--- config.mk ---
export PLATFORM = sky130hd
export DESIGN_NAME = if_fetch_stage_flat
export DESIGN_NICKNAME = d
export VERILOG_FILES = /design/src/rtl/if_fetch_stage_if.sv /design/src/rtl/if_fetch_stage.sv /design/src/flat_wrapper.sv
export SDC_FILE = /design/constraint.sdc
export NUM_CORES = 1
export LEC_CHECK = 0
export ABC_AREA = 1
export ABC_CLOCK_PERIOD_IN_PS = 1800
export CORE_UTILIZATION = 45
export DETAILED_ROUTE_END_ITERATION = 12
export PLACE_DENSITY_LB_ADDON = 0.25
export SYNTH_ARGS = -nofsm -noshare
export SYNTH_HDL_FRONTEND = slang
export SYNTH_SLANG_ARGS = --single-unit
--- constraint.sdc ---
create_clock -name clock -period 1.8 [get_ports clock]
set_input_delay 0.18 -clock clock [delete_from_list [all_inputs] [get_ports clock]]
set_output_delay 0.18 -clock clock [all_outputs]
set_load 0.03 [all_outputs]
--- src/rtl/if_fetch_stage_if.sv ---
// Bundle of the fetch stage's memory, control and IF/ID signals.
// The master side is the fetch stage itself; the slave side is the
// surrounding core (instruction memory, hazard unit and decode).
interface if_fetch_stage_if;
    logic        start;
    logic [31:0] i_datain;
    logic        stall;
    logic        redirect_valid;
    logic [31:0] redirect_target;
    logic [31:0] i_addr;
    logic [31:0] pc;
    logic [31:0] if_id_instr;
    logic [31:0] if_id_pc4;
    logic        if_id_valid;
    logic [15:0] bubble_count;

    modport master (
        input  start,
        input  i_datain,
        input  stall,
        input  redirect_valid,
        input  redirect_target,
        output i_addr,
        output pc,
        output if_id_instr,
        output if_id_pc4,
        output if_id_valid,
        output bubble_count
    );

    modport slave (
        output start,
        output i_datain,
        output stall,
        output redirect_valid,
        output redirect_target,
        input  i_addr,
        input  pc,
        input  if_id_instr,
        input  if_id_pc4,
        input  if_id_valid,
        input  bubble_count
    );
endinterface

--- src/rtl/if_fetch_stage.sv ---
// Instruction-fetch stage: owns the PC, addresses instruction memory,
// resolves unconditional jumps locally and fills the IF/ID register.
// Downstream can stall the stage or redirect it; a redirect wins over
// a stall, and reset wins over everything.
module if_fetch_stage #(
    parameter logic [31:0] RESET_PC    = 32'h0000_0000,
    parameter logic [31:0] NOP_INSTR   = 32'h0000_0000,
    parameter logic [5:0]  JUMP_OPCODE = 6'b000010
) (
    input  logic              clock,
    input  logic              reset,
    if_fetch_stage_if.master  bus
);

    logic [31:0] pc_q;
    logic [31:0] instr_q;
    logic [31:0] pc4_q;
    logic        valid_q;
    logic [15:0] bubble_q;

    logic [31:0] pc4;
    logic [31:0] jump_target;
    logic        is_jump;
    logic [15:0] bubble_next;

    assign pc4         = pc_q + 32'd4;
    assign is_jump     = (bus.i_datain[31:26] == JUMP_OPCODE);
    assign jump_target = {pc4[31:28], bus.i_datain[25:0], 2'b00};
    assign bubble_next = (bubble_q == 16'hFFFF) ? bubble_q : bubble_q + 16'd1;

    assign bus.i_addr       = pc_q;
    assign bus.pc           = pc_q;
    assign bus.if_id_instr  = instr_q;
    assign bus.if_id_pc4    = pc4_q;
    assign bus.if_id_valid  = valid_q;
    assign bus.bubble_count = bubble_q;

    // PC and IF/ID update with priority reset > redirect > stall > idle > fetch.
    always_ff @(posedge clock) begin
        if (reset) begin
            pc_q     <= RESET_PC;
            instr_q  <= NOP_INSTR;
            pc4_q    <= 32'd0;
            valid_q  <= 1'b0;
            bubble_q <= 16'd0;
        end else if (bus.redirect_valid) begin
            pc_q     <= {bus.redirect_target[31:2], 2'b00};
            instr_q  <= NOP_INSTR;
            pc4_q    <= 32'd0;
            valid_q  <= 1'b0;
            bubble_q <= bubble_next;
        end else if (bus.stall) begin
            pc_q     <= pc_q;
            instr_q  <= instr_q;
            pc4_q    <= pc4_q;
            valid_q  <= valid_q;
            bubble_q <= bubble_q;
        end else if (!bus.start) begin
            instr_q  <= NOP_INSTR;
            valid_q  <= 1'b0;
            bubble_q <= bubble_next;
        end else begin
            instr_q  <= bus.i_datain;
            pc4_q    <= pc4;
            valid_q  <= 1'b1;
            pc_q     <= is_jump ? jump_target : pc4;
        end
    end

endmodule
--- src/flat_wrapper.sv ---
// flat-port wrapper written by rule: the top's interface ports become plain ports
module if_fetch_stage_flat 
#(
    parameter logic [31:0] RESET_PC    = 32'h0000_0000,
    parameter logic [31:0] NOP_INSTR   = 32'h0000_0000,
    parameter logic [5:0]  JUMP_OPCODE = 6'b000010
)
  (clock, reset, bus_start, bus_i_datain, bus_stall, bus_redirect_valid, bus_redirect_target, bus_i_addr, bus_pc, bus_if_id_instr, bus_if_id_pc4, bus_if_id_valid, bus_bubble_count);
  if_fetch_stage_if bus_i ();
  input  logic clock;
  input  logic reset;
  input wire logic [$bits(bus_i.start)-1:0] bus_start;
  input wire logic [$bits(bus_i.i_datain)-1:0] bus_i_datain;
  input wire logic [$bits(bus_i.stall)-1:0] bus_stall;
  input wire logic [$bits(bus_i.redirect_valid)-1:0] bus_redirect_valid;
  input wire logic [$bits(bus_i.redirect_target)-1:0] bus_redirect_target;
  output wire logic [$bits(bus_i.i_addr)-1:0] bus_i_addr;
  output wire logic [$bits(bus_i.pc)-1:0] bus_pc;
  output wire logic [$bits(bus_i.if_id_instr)-1:0] bus_if_id_instr;
  output wire logic [$bits(bus_i.if_id_pc4)-1:0] bus_if_id_pc4;
  output wire logic [$bits(bus_i.if_id_valid)-1:0] bus_if_id_valid;
  output wire logic [$bits(bus_i.bubble_count)-1:0] bus_bubble_count;
  assign bus_i.start = bus_start;
  assign bus_i.i_datain = bus_i_datain;
  assign bus_i.stall = bus_stall;
  assign bus_i.redirect_valid = bus_redirect_valid;
  assign bus_i.redirect_target = bus_redirect_target;
  assign bus_i_addr = bus_i.i_addr;
  assign bus_pc = bus_i.pc;
  assign bus_if_id_instr = bus_i.if_id_instr;
  assign bus_if_id_pc4 = bus_i.if_id_pc4;
  assign bus_if_id_valid = bus_i.if_id_valid;
  assign bus_bubble_count = bus_i.bubble_count;
  if_fetch_stage #(.RESET_PC(RESET_PC), .NOP_INSTR(NOP_INSTR), .JUMP_OPCODE(JUMP_OPCODE)) u_core (.clock(clock), .reset(reset), .bus(bus_i));
endmodule
==> Yosys cells after proc, flatten, opt, wreduce, memory -nomap -nowiden <==
Index checks and enable logic that the tools add are counted.
{ "totals": {"regBits": 113, "input_bits": 69, "out_inout_bits": 145, "wordCells": 28} }
{ "classes": {"n_addsub": 2, "eq_ne": 4, "n_mux": 10, "bitwise": 1, "reduce_logical": 5} }
{ "op_table": {"columns": ["op", "count"], "rows": [
  ["32-bit 2-to-1 mux", 4],
  ["16-bit 2-to-1 mux", 4],
  ["32-bit by 3-bit adder with 32-bit output, second input constant", 1],
  ["28-bit 2-to-1 mux", 1],
  ["16-bit by 1-bit adder with 16-bit output, second input constant", 1],
  ["16-bit == test, second input constant", 1],
  ["6-bit by 2-bit == test with 1-bit output, second input constant", 1],
  ["2-bit AND reduction", 3],
  ["2-bit by 1-bit inequality test with 1-bit output, second input constant", 2],
  ["2-bit nonzero test", 1],
  ["2-bit OR reduction", 1],
  ["1-bit 2-to-1 mux", 1],
  ["1-bit inverter", 1]
]} }

==> Logic depth before layout (Yosys ltp) <==
{ "logic_depth": {"depth_word": 5, "ltp_mapped": 10, "depth_no_buf": 10} }

==> Worst setup path after synthesis <==
No wires, ideal clock.
{ "synth_path": {"kind": "reg2reg", "startpoint": "reg u_core.bubble_q[0] (netlist: u_core.bus.bubble_count[0])", "endpoint": "reg u_core.bubble_q[7] (netlist: u_core.bus.bubble_count[7])", "setup_ns": 0.070, "t_arrival_ns": 1.711, "required_time_ns": 1.730, "slack_ns": 0.019, "path_stages_with_launch": 11, "n_path_buf": 1, "period_less_slack_ns": 1.781, "cell_sequence": "dfxtp_1 > ha_1 > nand3_2 > nor2_2 > nand2_2 > nor2_4 > nand2_2 > nand2_4 > buf_8 > nand2_1 > a21oi_2"} }
{ "synth_between": {"elab_chain_cells": 5, "elab_cells_between_ends": 6, "classes_between": "add/sub (1); eq/ne (1); mux (4)"} }
{ "synth_lines": {"columns": ["item", "line", "source"], "rows": [
  ["from (decl)", "if_fetch_stage.sv:19", "logic [15:0] bubble_q;"],
  ["from (signal assigned)", "if_fetch_stage.sv:51", "bubble_q <= bubble_next;"],
  ["from (signal assigned)", "if_fetch_stage.sv:57", "bubble_q <= bubble_q;"],
  ["from (signal assigned)", "if_fetch_stage.sv:61", "bubble_q <= bubble_next;"],
  ["16-bit by 1-bit adder with 16-bit output / 16-bit == test (equally long branches)", "if_fetch_stage.sv:29", "assign bubble_next = (bubble_q == 16'hFFFF) ? bubble_q : bubble_q + 16'd1;"],
  ["16-bit 2-to-1 mux (*)", "if_fetch_stage.sv:29", null],
  ["16-bit 2-to-1 mux", "if_fetch_stage.sv:58", "end else if (!bus.start) begin"],
  ["16-bit 2-to-1 mux", "if_fetch_stage.sv:52", "end else if (bus.stall) begin"],
  ["16-bit 2-to-1 mux (*)", "if_fetch_stage.sv:46", "end else if (bus.redirect_valid) begin"]
]} }
Every way passes the cells marked *; elsewhere a longest branch is shown, timed or not. The select of a mux whose other input is x is not followed.
A chain may end at the register's enable or synchronous reset.

==> Worst setup path after layout <==
{ "layout_path": {"startpoint": "reg u_core.pc_q[22] (netlist: u_core.bus.i_addr[22])", "endpoint": "out bus_i_addr[22]"} }
{ "layout_lines": {"columns": ["item", "line", "source"], "rows": [
  ["from (decl)", "if_fetch_stage.sv:15", "logic [31:0] pc_q;"],
  ["from (signal assigned)", "if_fetch_stage.sv:47", "pc_q <= {bus.redirect_target[31:2], 2'b00};"],
  ["from (signal assigned)", "if_fetch_stage.sv:53", "pc_q <= pc_q;"],
  ["from (signal assigned)", "if_fetch_stage.sv:66", "pc_q <= is_jump ? jump_target : pc4;"],
  ["to (decl)", "flat_wrapper.sv:17", "output wire logic [$bits(bus_i.i_addr)-1:0] bus_i_addr;"]
]} }
No word-level cell between the ends.

==> flow_summary_export.csv <==
group,metric,value,unit
status,status,"finished, final reports clean",
worst_setup_path,cp-start-kind,"register",
die,core_area,0.01267,sq mm
worst_setup_path,cp-end-kind,"output port",
pwr,p_sw_share,26.26,%
logic_synthesis,syn_area,0.005887,sq mm
clock_network,cts_tree,"yes",
timing,fin_worst_skew,0.009232,ns
worst_setup_path,rr_endpoint,"u_core.bus.if_id_pc4[30]$_SDFFE_PP0P_",
worst_setup_path,max_stage_delay,0.73,ns
timing,setup_ws,0.01363,ns
logic_synthesis,synth_compound_area_share,18.30,%
layout,area_delta_synth_final,48.95,%
timing,rsz0062_at_grt,"false",
pwr,power_leakage,3.783,nW
logic_synthesis,synth_mux_area_share,0,%
logic_synthesis,synth_warnings,0,
pwr,ir_drop,0.0005736,V
pwr,switching_power,1.858,mW
pwr,internal_power,5.218,mW
clock_network,cts_buffers,17,
die,design.die.area,0.01354,sq mm
timing,relSlewSlack,73.46,%
timing,slew_violations,0,
logic_synthesis,synth_edf_count,0,
global_routing,grt_max_degree,38,
layout,nets,1100,
flow_run,drv_cap,0,
logic_synthesis,synth-seq-cells,113,
die,die_h,116.4,microns
layout,multiInputGateArea,0.002905,sq mm
logic_synthesis,synth_cells,833,
worst_setup_path,reg2reg_from,"u_core.bus.i_addr[10]$_SDFFE_PP0P_",
timing,hold_viol,0,
min_path,holdPathStages,3,
global_routing,grt_pass1_wl,30010,microns
worst_setup_path,critPathMaxFanout,6,
worst_setup_path,r2r_cells,9,
timing,min_period,1.786,ns
place,port_buffers,211,
logic_synthesis,synth_xor_xnor_area_share,2.678,%
timing,fmax,559.8,MHz
logic_synthesis,synthFlopType,"dfxtp_1",
die,ioPinCount,214,
clock_network,cts_buffer_depth,2,
clock_network,hold_buffers,0,
logic_synthesis,ys_types,37,
worst_setup_path,arrival,1.61,ns
place,dp_hpwl,14770,microns
die,die_w,116.4,microns
timing,setup-violations-final,0,
place,post-place-ws,0.04116,ns
layout,layout-drive-gt1-share,9.528,%
layout,seqCellArea,0.002262,sq mm
logic_synthesis,synth_common_cells,"nand2_1, nor2_1, dfxtp_1",
clock_network,root_buffer,"clkbuf_16",
routing,drtAntennaViolNets,0,
clock_network,post-cts-setup-buffers,0,
global_routing,grt_use_total,29.66,%
min_path,min-delay-start,"reset",
worst_setup_path,r2r_slack,0.11,ns
logic_synthesis,synth_area_per_cell,7.067,sq um
pwr,combPwrFrac,15.8,%
routing,avgViaCountPerCell,5.254,
global_routing,grt_overflow_total,0,
routing,finalWirelength,19590,microns
min_path,min_path_type,"in -> reg",
logic_synthesis,synthArstFlopShare,0,%
logic_synthesis,yosysTopAreaCellShare,38.43,%
die,num_rows,41,
clock_network,cts.sinks,113,
timing,worst_slew_pin_slew,0.3975,ns
worst_setup_path,cp_slowest_cell,"clkdlybuf4s50_1",
clock_network,path_clk_slew,0.05,ns
logic_synthesis,synth_top_family_by_area,"simple AND/OR/NAND/NOR gates",
pwr,seq_power_share,37.7,%
logic_synthesis,synth.largest_area_cell,"dfxtp_1",
routing,wl_per_cell,16.18,microns
routing,vias,6362,
timing,fin_crit_sh,99.24,%
place,place.gp.congestion,0.9095,
logic_synthesis,synth_fp_nets,905,
worst_setup_path,required,1.62,ns
layout,nFillCells,1081,
logic_synthesis,synth.most_common_cell,"nand2_1",
routing,drt-initial-drc-count,514,
worst_setup_path,worstSetupPathType,"reg -> out",
worst_setup_path,crit_family,"buffers and inverters",
pwr,power.density,807.0,mW/mm^2
routing,drc,0,
global_routing,grt_antenna_before_repair,0,
clock_network,h-tree-depth,4,
die,initial_core_util,46.46,%
logic_synthesis,synthAdderAreaFrac,0.6376,%
logic_synthesis,synthTopCellsByArea,"dfxtp_1, nand2_1, nor2_1, o21ai_0, a32o_1",
pwr,power_frac_clock,46.5,%
logic_synthesis,yosys.area_share.simple,27.57,%
worst_setup_path,crit_buf_inv,1,
routing,drtPass1Iterations,5,
timing,fin_tns_setup,0,ns
layout,antenna_cells,0,
logic_synthesis,ys_seq_area_share,38.43,%
worst_setup_path,crit_chain,"clkdlybuf4s50_1",
global_routing,grt_pass1_vias,5879,
clock_network,clkLatencyLatePin,0.42,ns
min_path,min_to,"u_core.bus.i_addr[10]$_SDFFE_PP0P_",
stage by stage:
step                      power [mW]  instance area, sq um  instances  util [%]  hold WS, ns
final                          7.076                  8768       1211     69.20       0.1884
after global routing           7.289                  8768       1211     69.20       0.1883
after CTS                      7.089                  8703       1211     68.69       0.1729
after detailed placement       3.833                  8139       1181     64.23       0.4502
after global placement         3.823                  8139       1181     64.23       0.4410
after floorplan                3.320                  5887        833         -       0.3058
how the worst max path moves through the flow:
stage / startpoint / to / slack [ns] / cells past startpoint
final: u_core.bus.i_addr[22]$_SDFFE_PP0P_ / bus_i_addr[22] / 0.01 / 1
after floorplan: u_core.bus.bubble_count[0]$_SDFFE_PP0P_ / u_core.bus.bubble_count[7]$_SDFFE_PP0P_ / 0.02 / 10
after CTS: u_core.bus.i_addr[14]$_SDFFE_PP0P_ / bus_pc[14] / 0.002 / 1
after global placement: bus_stall / u_core.bus.if_id_pc4[9]$_SDFFE_PP0P_ / 0.12 / 8
after global routing: u_core.bus.i_addr[22]$_SDFFE_PP0P_ / bus_i_addr[22] / 0.0006 / 1
after detailed placement: bus_start / u_core.bus.i_addr[27]$_SDFFE_PP0P_ / 0.04 / 8
power by group through the flow:
stage	clock network (mW)	registers, mW	logic [mW]
floorplan	0	2.86	0.461
global placement	0	2.71	1.11
detailed placement	0	2.72	1.12
CTS	3.30	2.66	1.12
global route	3.42	2.67	1.20
finish	3.29	2.67	1.12
per-layer routing:
metal / up-vias / share of wire (%) / GRT usage, %
met3: 33 / 9.3 / 7.369
met4: 0 / 2.8 / 13.16
li1: 3086 / - / -
met5: - / 0 / 0
met1: 2944 / 42 / 38.38
met2: 299 / 45 / 46.71
placed cells by master, fill, tap and decap left out, types with 2 or more instances in the layout:
master	n
a21oi_1	35
a21oi_2	10
a22o_1	4
a31oi_1	15
a32o_1	27
buf_12	7
buf_4	30
bufinv_16	2
clkbuf_1	4
clkbuf_16	17
clkbuf_8	4
clkdlybuf4s50_1	177
clkinv_2	2
dfxtp_1	113
dlygate4sd2_1	7
dlymetal6s2s_1	26
ha_1	3
inv_1	70
inv_2	4
nand2_1	198
nand2_2	4
nand3_1	42
nand3_2	2
nand4_1	5
nor2_1	118
nor2_2	4
nor2_4	3
nor2_8	2
nor3_1	4
o211ai_1	5
o21ai_0	59
o21ai_1	9
xnor2_1	5
xor2_1	13
kinds of logic (layout without fill, tap and decap cells):
| logic type | after synthesis | after routing |
|---|---|---|
| AND/OR/NAND/NOR | 385 | 385 |
| AO/OA/AOI/OAI | 167 | 167 |
| buffers and inverters | 147 | 353 |
| flip-flops | 113 | 113 |
| XOR/XNOR | 18 | 18 |
| adder cells (fa/ha/maj) | 3 | 3 |
timing repair:
action | CTS | global route
cloned | 0 | 0
setup endpoints to repair | 8 | 29
resized for setup | 7 | 26
registers in the layout (all words and copies together), names as in the netlist:
signal and count:
u_core.bus.bubble_count 16, u_core.bus.i_addr 32, u_core.bus.if_id_instr 32, u_core.bus.if_id_pc4 32, u_core.bus.if_id_valid 1
area by class of cell:
type	count	area share (%)
inverter	75	3.239
sequential	113	25.80
clock inverter	5	0.8847
clock buffer	25	5.651
tap	172	2.454
multi-input combinational	573	33.13
timing repair buffer	248	28.84
No activity file was read; power rests on OpenSTA's default activity.
